--- src/rtl/program_loader_pkg.sv ---
// Shared definitions for the UART program loader: controller and receiver state
// encodings, default sizing constants and the word-to-byte address helper.
package program_loader_pkg;

  localparam int DEFAULT_CLKS_PER_BIT = 868;
  localparam int DEFAULT_IMEM_WORDS   = 256;

  typedef enum logic [2:0] {
    LEN_LO,
    LEN_HI,
    DATA,
    RUN,
    ERR
  } loaderState_t;

  typedef enum logic [1:0] {
    RX_IDLE,
    RX_START,
    RX_DATA,
    RX_STOP
  } rxState_t;

  function automatic logic [31:0] wordAddr(input logic [31:0] index);
    return index << 2;
  endfunction

endpackage

--- src/rtl/program_loader_if.sv ---
// Instruction-memory write port, driven by the loader while the CPU is held off.
interface program_loader_if;

  logic        imem_we;
  logic [31:0] imem_addr;
  logic [31:0] imem_data;

  modport master (output imem_we, imem_addr, imem_data);
  modport slave  (input  imem_we, imem_addr, imem_data);

endinterface

--- src/rtl/program_loader_uart_rx.sv ---
// 8N1 UART receiver: synchronizes rx, validates the start bit at half a bit time
// and samples each following bit mid-bit, flagging a low stop bit as a framing error.
module uart_rx
  import program_loader_pkg::*;
#(
  parameter int CLKS_PER_BIT = DEFAULT_CLKS_PER_BIT
) (
  input  logic       clk,
  input  logic       reset,
  input  logic       rx,
  output logic [7:0] byte_out,
  output logic       byte_valid,
  output logic       frame_err
);

  localparam int CNT_W = $clog2(CLKS_PER_BIT + 1);
  localparam logic [CNT_W-1:0] HALF_LAST = CNT_W'(CLKS_PER_BIT / 2 - 1);
  localparam logic [CNT_W-1:0] BIT_LAST  = CNT_W'(CLKS_PER_BIT - 1);

  rxState_t         state, stateNext;
  logic [CNT_W-1:0] cnt, cntNext;
  logic [2:0]       bitIdx, bitIdxNext;
  logic [7:0]       shiftReg, shiftNext;
  logic             byteValidNext, frameErrNext;
  logic             rxMeta, rxSync, rxPrev;

  // The synchronizer and edge-detect flops idle high so a reset never looks like a start bit.
  always_ff @(posedge clk or negedge reset) begin
    if (!reset) begin
      rxMeta <= 1'b1;
      rxSync <= 1'b1;
      rxPrev <= 1'b1;
    end else begin
      rxMeta <= rx;
      rxSync <= rxMeta;
      rxPrev <= rxSync;
    end
  end

  always_ff @(posedge clk or negedge reset) begin
    if (!reset) begin
      state      <= RX_IDLE;
      cnt        <= '0;
      bitIdx     <= '0;
      shiftReg   <= '0;
      byte_out   <= '0;
      byte_valid <= 1'b0;
      frame_err  <= 1'b0;
    end else begin
      state      <= stateNext;
      cnt        <= cntNext;
      bitIdx     <= bitIdxNext;
      shiftReg   <= shiftNext;
      byte_valid <= byteValidNext;
      frame_err  <= frameErrNext;
      if (byteValidNext) begin
        byte_out <= shiftReg;
      end
    end
  end

  // A start bit that is high again at the half-bit point was a glitch and is dropped.
  always_comb begin
    stateNext     = state;
    cntNext       = cnt;
    bitIdxNext    = bitIdx;
    shiftNext     = shiftReg;
    byteValidNext = 1'b0;
    frameErrNext  = 1'b0;
    unique case (state)
      RX_IDLE: begin
        if (rxPrev && !rxSync) begin
          stateNext = RX_START;
          cntNext   = '0;
        end
      end
      RX_START: begin
        if (cnt == HALF_LAST) begin
          cntNext    = '0;
          bitIdxNext = '0;
          stateNext  = rxSync ? RX_IDLE : RX_DATA;
        end else begin
          cntNext = cnt + 1'b1;
        end
      end
      RX_DATA: begin
        if (cnt == BIT_LAST) begin
          cntNext   = '0;
          shiftNext = {rxSync, shiftReg[7:1]};
          if (bitIdx == 3'd7) begin
            stateNext = RX_STOP;
          end else begin
            bitIdxNext = bitIdx + 3'd1;
          end
        end else begin
          cntNext = cnt + 1'b1;
        end
      end
      RX_STOP: begin
        if (cnt == BIT_LAST) begin
          cntNext   = '0;
          stateNext = RX_IDLE;
          if (rxSync) begin
            byteValidNext = 1'b1;
          end else begin
            frameErrNext = 1'b1;
          end
        end else begin
          cntNext = cnt + 1'b1;
        end
      end
      default: stateNext = RX_IDLE;
    endcase
  end

endmodule

--- src/rtl/program_loader.sv ---
// Boot loader: receives a little-endian word count and that many little-endian
// words over UART, writes them to instruction memory, then releases the CPU.
module program_loader
  import program_loader_pkg::*;
#(
  parameter int CLKS_PER_BIT = DEFAULT_CLKS_PER_BIT,
  parameter int IMEM_WORDS   = DEFAULT_IMEM_WORDS
) (
  input  logic             clk,
  input  logic             reset,
  input  logic             rx,
  program_loader_if.master imem,
  output logic             cpu_run,
  output logic             load_err
);

  localparam int IDX_W = $clog2(IMEM_WORDS + 1);

  loaderState_t     state, stateNext;
  logic [15:0]      wordCount, wordCountNext;
  logic [IDX_W-1:0] wordIndex, wordIndexNext;
  logic [1:0]       byteIdx, byteIdxNext;
  logic [23:0]      partWord, partWordNext;
  logic             weReg, weNext;
  logic [31:0]      addrReg, addrNext;
  logic [31:0]      dataReg, dataNext;
  logic [31:0]      lenFull;
  logic [31:0]      wordIndexPlusOne;
  logic [7:0]       rxByte;
  logic             rxValid;
  logic             rxFrameErr;

  uart_rx #(.CLKS_PER_BIT(CLKS_PER_BIT)) uartRx (
    .clk        (clk),
    .reset      (reset),
    .rx         (rx),
    .byte_out   (rxByte),
    .byte_valid (rxValid),
    .frame_err  (rxFrameErr)
  );

  assign lenFull          = {16'd0, rxByte, wordCount[7:0]};
  assign wordIndexPlusOne = 32'(wordIndex) + 32'd1;

  assign imem.imem_we   = weReg;
  assign imem.imem_addr = addrReg;
  assign imem.imem_data = dataReg;
  assign cpu_run        = (state == RUN);
  assign load_err       = (state == ERR);

  always_ff @(posedge clk or negedge reset) begin
    if (!reset) begin
      state     <= LEN_LO;
      wordCount <= '0;
      wordIndex <= '0;
      byteIdx   <= '0;
      partWord  <= '0;
      weReg     <= 1'b0;
      addrReg   <= '0;
      dataReg   <= '0;
    end else begin
      state     <= stateNext;
      wordCount <= wordCountNext;
      wordIndex <= wordIndexNext;
      byteIdx   <= byteIdxNext;
      partWord  <= partWordNext;
      weReg     <= weNext;
      addrReg   <= addrNext;
      dataReg   <= dataNext;
    end
  end

  // The word index advances during the write cycle itself, so RUN (and cpu_run)
  // follows one cycle after the final imem_we pulse.
  always_comb begin
    stateNext     = state;
    wordCountNext = wordCount;
    wordIndexNext = wordIndex;
    byteIdxNext   = byteIdx;
    partWordNext  = partWord;
    weNext        = 1'b0;
    addrNext      = addrReg;
    dataNext      = dataReg;
    unique case (state)
      LEN_LO: begin
        if (rxFrameErr) begin
          stateNext = ERR;
        end else if (rxValid) begin
          wordCountNext = {8'd0, rxByte};
          stateNext     = LEN_HI;
        end
      end
      LEN_HI: begin
        if (rxFrameErr) begin
          stateNext = ERR;
        end else if (rxValid) begin
          wordCountNext = {rxByte, wordCount[7:0]};
          wordIndexNext = '0;
          byteIdxNext   = '0;
          if (lenFull > 32'(IMEM_WORDS)) begin
            stateNext = ERR;
          end else if (lenFull == 32'd0) begin
            stateNext = RUN;
          end else begin
            stateNext = DATA;
          end
        end
      end
      DATA: begin
        if (weReg) begin
          wordIndexNext = wordIndex + 1'b1;
          if (wordIndexPlusOne == {16'd0, wordCount}) begin
            stateNext = RUN;
          end
        end else if (rxFrameErr) begin
          stateNext = ERR;
        end else if (rxValid) begin
          byteIdxNext = byteIdx + 2'd1;
          unique case (byteIdx)
            2'd0: partWordNext[7:0]   = rxByte;
            2'd1: partWordNext[15:8]  = rxByte;
            2'd2: partWordNext[23:16] = rxByte;
            default: begin
              weNext   = 1'b1;
              addrNext = wordAddr(32'(wordIndex));
              dataNext = {rxByte, partWord};
            end
          endcase
        end
      end
      RUN: begin
      end
      ERR: begin
      end
      default: stateNext = ERR;
    endcase
  end

endmodule

--- src/flat_wrapper.sv ---
// flat-port wrapper written by rule: the top's interface ports become plain ports
module program_loader_flat import program_loader_pkg::*;
#(
  parameter int CLKS_PER_BIT = DEFAULT_CLKS_PER_BIT,
  parameter int IMEM_WORDS   = DEFAULT_IMEM_WORDS
)
  (clk, reset, rx, cpu_run, load_err, imem_imem_we, imem_imem_addr, imem_imem_data);
  program_loader_if imem_i ();
  input  logic clk;
  input  logic reset;
  input  logic rx;
  output logic cpu_run;
  output logic load_err;
  output wire logic [$bits(imem_i.imem_we)-1:0] imem_imem_we;
  output wire logic [$bits(imem_i.imem_addr)-1:0] imem_imem_addr;
  output wire logic [$bits(imem_i.imem_data)-1:0] imem_imem_data;
  assign imem_imem_we = imem_i.imem_we;
  assign imem_imem_addr = imem_i.imem_addr;
  assign imem_imem_data = imem_i.imem_data;
  program_loader #(.CLKS_PER_BIT(CLKS_PER_BIT), .IMEM_WORDS(IMEM_WORDS)) u_core (.clk(clk), .reset(reset), .rx(rx), .imem(imem_i), .cpu_run(cpu_run), .load_err(load_err));
endmodule
--- config.mk ---
export PLATFORM = sky130hd
export DESIGN_NAME = program_loader_flat
export DESIGN_NICKNAME = d
export VERILOG_FILES = /design/src/rtl/program_loader_pkg.sv /design/src/rtl/program_loader_if.sv /design/src/rtl/program_loader_uart_rx.sv /design/src/rtl/program_loader.sv /design/src/flat_wrapper.sv
export SDC_FILE = /design/constraint.sdc
export NUM_CORES = 1
export LEC_CHECK = 0
export ABC_CLOCK_PERIOD_IN_PS = 1700
export BUFFER_PORTS_ARGS = -buffer_cell sky130_fd_sc_hd__buf_2
export CAP_MARGIN = 10
export CORE_UTILIZATION = 40
export CTS_CLUSTER_SIZE = 28
export DETAILED_ROUTE_END_ITERATION = 10
export GPL_TIMING_DRIVEN = 0
export PLACE_DENSITY_LB_ADDON = 0.08
export SLEW_MARGIN = 20
export SYNTH_ARGS = -nofsm -noshare
export SYNTH_HDL_FRONTEND = slang
export SYNTH_HIERARCHICAL = 1
export SYNTH_SLANG_ARGS = --single-unit
--- constraint.sdc ---
create_clock -name clk -period 1.7 [get_ports clk]
set_input_delay 0.255 -clock clk [delete_from_list [all_inputs] [get_ports clk]]
set_output_delay 0.255 -clock clk [all_outputs]
set_load 0.1 [all_outputs]
; ---- After elaboration in Yosys (flattened, before gate mapping)
; Cells that the tools add are included.
[totals]
regBits = 132
input_bits = 3
output_inout_bits = 67
elab_cells = 138
[classes]
add_sub_neg = 5
order_cmp = 1
eq_ne = 31
n_mux = 51
bitwise_logic = 5
n_reduce_logical = 24
[op_table]
columns = op, n
row1 = $mux W16, 4
row2 = $reduce_and A5 Y1, 7
row3 = $mux W3, 11
row4 = $eq A32 B16 Y1, 1
row5 = $logic_not A32 Y1, 1
row6 = $pmux W16 S2, 1
row7 = $mux W10, 3
row8 = $pmux W10 S3, 1
row9 = $mux W9, 3
row10 = $ne A2 B2 Y1 const B, 13
row11 = $mux W2, 11
row12 = $pmux W9 S2, 1
row13 = $gt A16 B9 Y1 const B, 1
row14 = $mux W1, 12
row15 = $pmux W3 S4, 1
row16 = $reduce_and A4 Y1, 3
row17 = $add A10 B1 Y10 const B, 1
row18 = $add A9 B1 Y10 const B, 1
row19 = $eq A10 B10 Y1 const B, 1
row20 = $eq A10 B9 Y1 const B, 1
row21 = $add A9 B1 Y9 const B, 1
row22 = $ne A3 B3 Y1 const B, 3
row23 = $pmux W2 S4, 1
row24 = $eq A2 B2 Y1 const B, 3
row25 = other kinds (20), 31

; ---- Logic depth before layout (Yosys ltp)
[depth]
ltp_word = 7
ltp_mapped = 7
mapped_depth_nobuf = 7

; ---- Cells and area by module
; The synthesis kept the hierarchy.
[modules_own_cells]
columns = mod, n_inst, cells_per_inst, area_per_inst_um2
row1 = program_loader, 1, 344, 4528.1
row2 = uart_rx, 1, 143, 1647.8

; ---- Least setup slack after synthesis
; Ideal clock, no wire load.
[synth_timing]
kind = reg-to-reg
startpoint = reg u_core.state[2]
endpoint = reg u_core.state[2]
t_arrival_ns = 1.972
t_required_ns = 1.565
slack_ns = -0.407
stages_incl_launch_ff = 8
n_path_buf = 0
cell_sequence = dfrtp_1 > inv_2 > or3_1 > inv_1 > a21oi_1 > and3_1 > o2111ai_1 > a32oi_1
[synth_between]
elab_chain_len = 4
word_cells_on_any_way = 13
[synth_rtl]
columns = element, line_no
row1 = "start, declared", program_loader.sv:19  ; loaderState_t state, stateNext;
row2 = "start signal, assigned", program_loader.sv:62  ; state <= stateNext;
row3 = $eq A3 B3 Y1 *, n/a
row4 = named net load_err, flat_wrapper.sv:13  ; output logic load_err;
row5 = $reduce_or A2 Y1 (no source line) *, n/a
row6 = $not A1 Y1 (no source line), n/a
row7 = $reduce_and A5 Y1 (no source line), n/a
; The timed path passes the listed nets; every way through them passes the cells marked *.
; A chain may end at the register's enable or synchronous reset.

; ---- Worst setup path after layout
[layout_timing]
startpoint = reg u_core.state[1]
endpoint = out load_err
[layout_between]
elab_chain_len = 1
[layout_rtl]
columns = element, line_no
row1 = $eq A3 B3 Y1, program_loader.sv:49  ; assign load_err = (state == ERR);
row2 = "end, declared", flat_wrapper.sv:13
; Every way passes these cells.

==> flow_summary.ini <==
[run_status]
status = finished with violations
violations = setup timing

[yosys]
yosysUniqueCellTypes = 59
synth-edff-count = 0
synth.avg_cell_area_sq_um = 12.7
synth_area_sq_mm = 0.00618
synth_compound_area_share_pct = 7.96
ys.flop_type = dfrtp_1
netlist_instances = 487
async_flop_share_pct = 100
yosys.area_share.simple_pct = 10.6
synth-xor-area-share_pct = 2.35
synth_fa_ha_area_share_pct = 1.82
synth_top_family_by_area = multiplexers
ys_warn_count = 6
synth_seq_cells = 132
ys_seq_area_share_pct = 53.5
synth_mux_area_share_pct = 18.9

[placement]
port_buffers = 46
dp_hpwl_um = 8390
post_dp_cell_area_sq_mm = 0.00684
place.gp.congestion = 0.782
dp_cells = 744

[finish]
final_core_util_pct = 56.0
nNetsFinal = 646
postLayoutCellArea_sq_mm = 0.00848
multiInputGateArea_sq_mm = 0.00308
fillers = 1289
drive_gt1_share_pct = 51.6
regArea_sq_mm = 0.00333
final_cells = 835
areaGrowthSynthToFinish_pct = 37.2
num_antenna_cells = 0

[global_routing]
antenna_found_initial = 0
grt_pass1_wl_um = 21900
grt_pass1_vias = 4219
track_usage_pct = 17.8
overflow = 0
grt_max_degree = 69

[detailed_routing]
drc = 0
vias = 4283
drt_first_pass_iters = 4
routedWlPerCell_um = 16.7
ant_nets = 0
wl_um = 14000
drtIter0Drc = 184
vias_per_cell = 5.13

[cts]
cts-htree-levels = 4
path_clk_slew_ns = 0.06
clock_latency_ns = 0.41
cts_tree = yes
root_buffer = clkbuf_16
clockBufferDepth = 2
clkSinkCount = 132
cts_buffers = 17

[setup_path]
critPathCaptureType = output pin
slowest_stage = dfrtp_1
worstPathRequired_ns = 1.44
crit_type = reg -> out
worst_setup_path_start_kind = register
crit_chain = or3_4 -> clkinvlp_4 -> buf_12
cp.arrival_ns = 1.53
cpPeakStageDelay_ns = 0.42
path_max_fanout = 4
rr_worst_depth = 9

[power_and_ir_drop]
power_density_mw_per_mm2 = 929
p_leak_nw = 4.25
ir_drop_uv = 941

[hold_path]
hold_class = reg -> reg
holdPathStages = 0

[die]
rows = 45
core_area_sq_mm = 0.0151
ios = 70
start_util_pct = 40.8
dieArea_sq_mm = 0.0159
die_w_um = 126
dieHeight_um = 126

[sta]
rsz0062_at_grt = yes
drv_slew = 0
skew_ns = 0.00490
fmax_mhz = 559
tightestPinTransition_ns = 0.516
fin_crit_sh_pct = 105
hold_viol = 0
setup_ws_ns = -0.0893
period_needed_ns = 1.79
relSlewSlack_pct = 65.4
final-setup-viol-count = 51

[job]
maxCapViolCount = 0
-- placed cells by master, fill, tap and decap left out, drive strengths merged, types with 2 or more instances in the layout --
cell and instances:
nand4 6, clkbuf 24, nand2 36, clkinv 6
nand2b 3, nor4 6, mux2i 2, ha 9
dlygate4sd3 2, o31ai 3, nor3 17, nor3b 2
o41ai 2, nor2 19, clkinvlp 6, or3 2
o21a 2, inv 9, dfrtp 129, dfstp 3
o211ai 4, mux2 89, nand3 12, conb 23
a21oi 8, o22ai 2, buf 132, nor2b 5
o21ai 30, xnor2 8, bufinv 3, and2 2
and3 4, a22o 11, xor2 6, a31oi 4
-- metal layers --
layer,part of all wire (%),global-route usage (%),vias up
li1,-,-,2015
met1,45,22.8,2181
met5,0,0,-
met3,2.9,3.95,18
met4,1.7,7.65,0
met2,50,29.2,69
-- what timing repair did --
| item | in CTS | in global routing |
|---|---|---|
| hold endpoints to repair | 65 | 0 |
| hold buffers | 2 | 0 |
| buffers inserted | 31 | 25 |
| cloned | 1 | 5 |
| endpoints found under the setup margin | 124 | 122 |
| gates resized for setup | 62 | 63 |
| pin swaps | 19 | 26 |
-- logic make-up after synthesis --
group	count (synthesis)
compound gates	76
xor+xnor	15
fa+ha+maj	9
buf+inv	45
flops	132
mux	91
other cells	1
simple gates	118
-- layout make-up --
type	instances	area share, %
inverters	10	0.546
multi-input cells	333	36.3
flip-flops and latches	132	39.3
plain buffers	33	3.54
clock buffers	18	5.06
clock inverters	14	1.90
well taps	188	2.78
repair buffers	107	10.6
-- flip-flops by register name, summed over array words and instances (netlist names), 2 cells and up, named ones only --
signal,flops
u_core/uartRx/cnt,10
u_core/wordCount,16
u_core/imem.imem_data,32
u_core/wordIndex,9
u_core/uartRx/shiftReg,8
u_core/partWord,24
u_core/state,3
u_core/uartRx/bitIdx,3
u_core/imem.imem_addr,9
u_core/byteIdx,2
u_core/uartRx/byte_out,8
-- power by group --
group          leakage [nW]  internal (mW)  switching, mW
registers              1.80           3.21          0.125
clock network         0.278           2.29           1.35
logic                  2.16          0.302          0.586
total                  4.25           5.81           2.06
-- final timing paths --
kind                       slack, ns                       startpoint                                    to
hold / removal                  0.36   u_core/uartRx/rxMeta$_DFF_PN1_        u_core/uartRx/rxSync$_DFF_PN1_
min in group asynchronous       0.39                            reset  u_core/imem.imem_data[4]$_DFFE_PN0P_
max in group asynchronous       0.56                            reset        u_core/uartRx/rxPrev$_DFF_PN1_
setup / recovery               -0.09      u_core/state[1]$_DFFE_PN0P_                              load_err
hold reg to reg                 0.36   u_core/uartRx/rxMeta$_DFF_PN1_        u_core/uartRx/rxSync$_DFF_PN1_
setup reg to reg               -0.08  u_core/wordIndex[0]$_DFFE_PN0P_           u_core/state[2]$_DFFE_PN0P_
-- Yosys cell counts, types with 6 or more instances --
| cell type | instances | share of area, % |
|---|---|---|
| dfrtp_1 | 129 | 52 |
| mux2_2 | 50 | 9.1 |
| mux2_4 | 39 | 9.5 |
| nand2_1 | 30 | 1.8 |
| o21ai_0 | 30 | 2.4 |
| buf_4 | 23 | 2.8 |
| nor2_1 | 17 | 1.0 |
| nor3_1 | 16 | 1.3 |
| nand3_1 | 12 | 0.97 |
| a22o_1 | 11 | 1.6 |
| ha_1 | 9 | 1.8 |
| inv_1 | 9 | 0.55 |
| a21oi_1 | 8 | 0.65 |
| xnor2_1 | 8 | 1.1 |
| xor2_1 | 6 | 0.85 |
-- per-stage QoR --
step / power [mW] / hold slack [ns] / setup TNS, ns / setup WS (ns)
2_1_floorplan: 3.84 / -0.0406 / -5.61 / -0.225
3_3_place_gp: 4.00 / 0.346 / -212.96 / -1.86
3_5_place_dp: 4.02 / 0.242 / -29.70 / -0.458
4_1_cts: 7.77 / 0.358 / -0.896 / -0.0939
5_1_grt: 8.18 / 0.361 / -6.46 / -0.187
6_report: 7.87 / 0.356 / -2.31 / -0.0893
-- worst max-delay path, delay by kind of cell (launching register included) --
kind	cells	cell delay, ns
DFF	1	0.42
buffers and inverters	2	0.27
and+or+nand+nor	1	0.42
(Power assumes the default switching activity.)
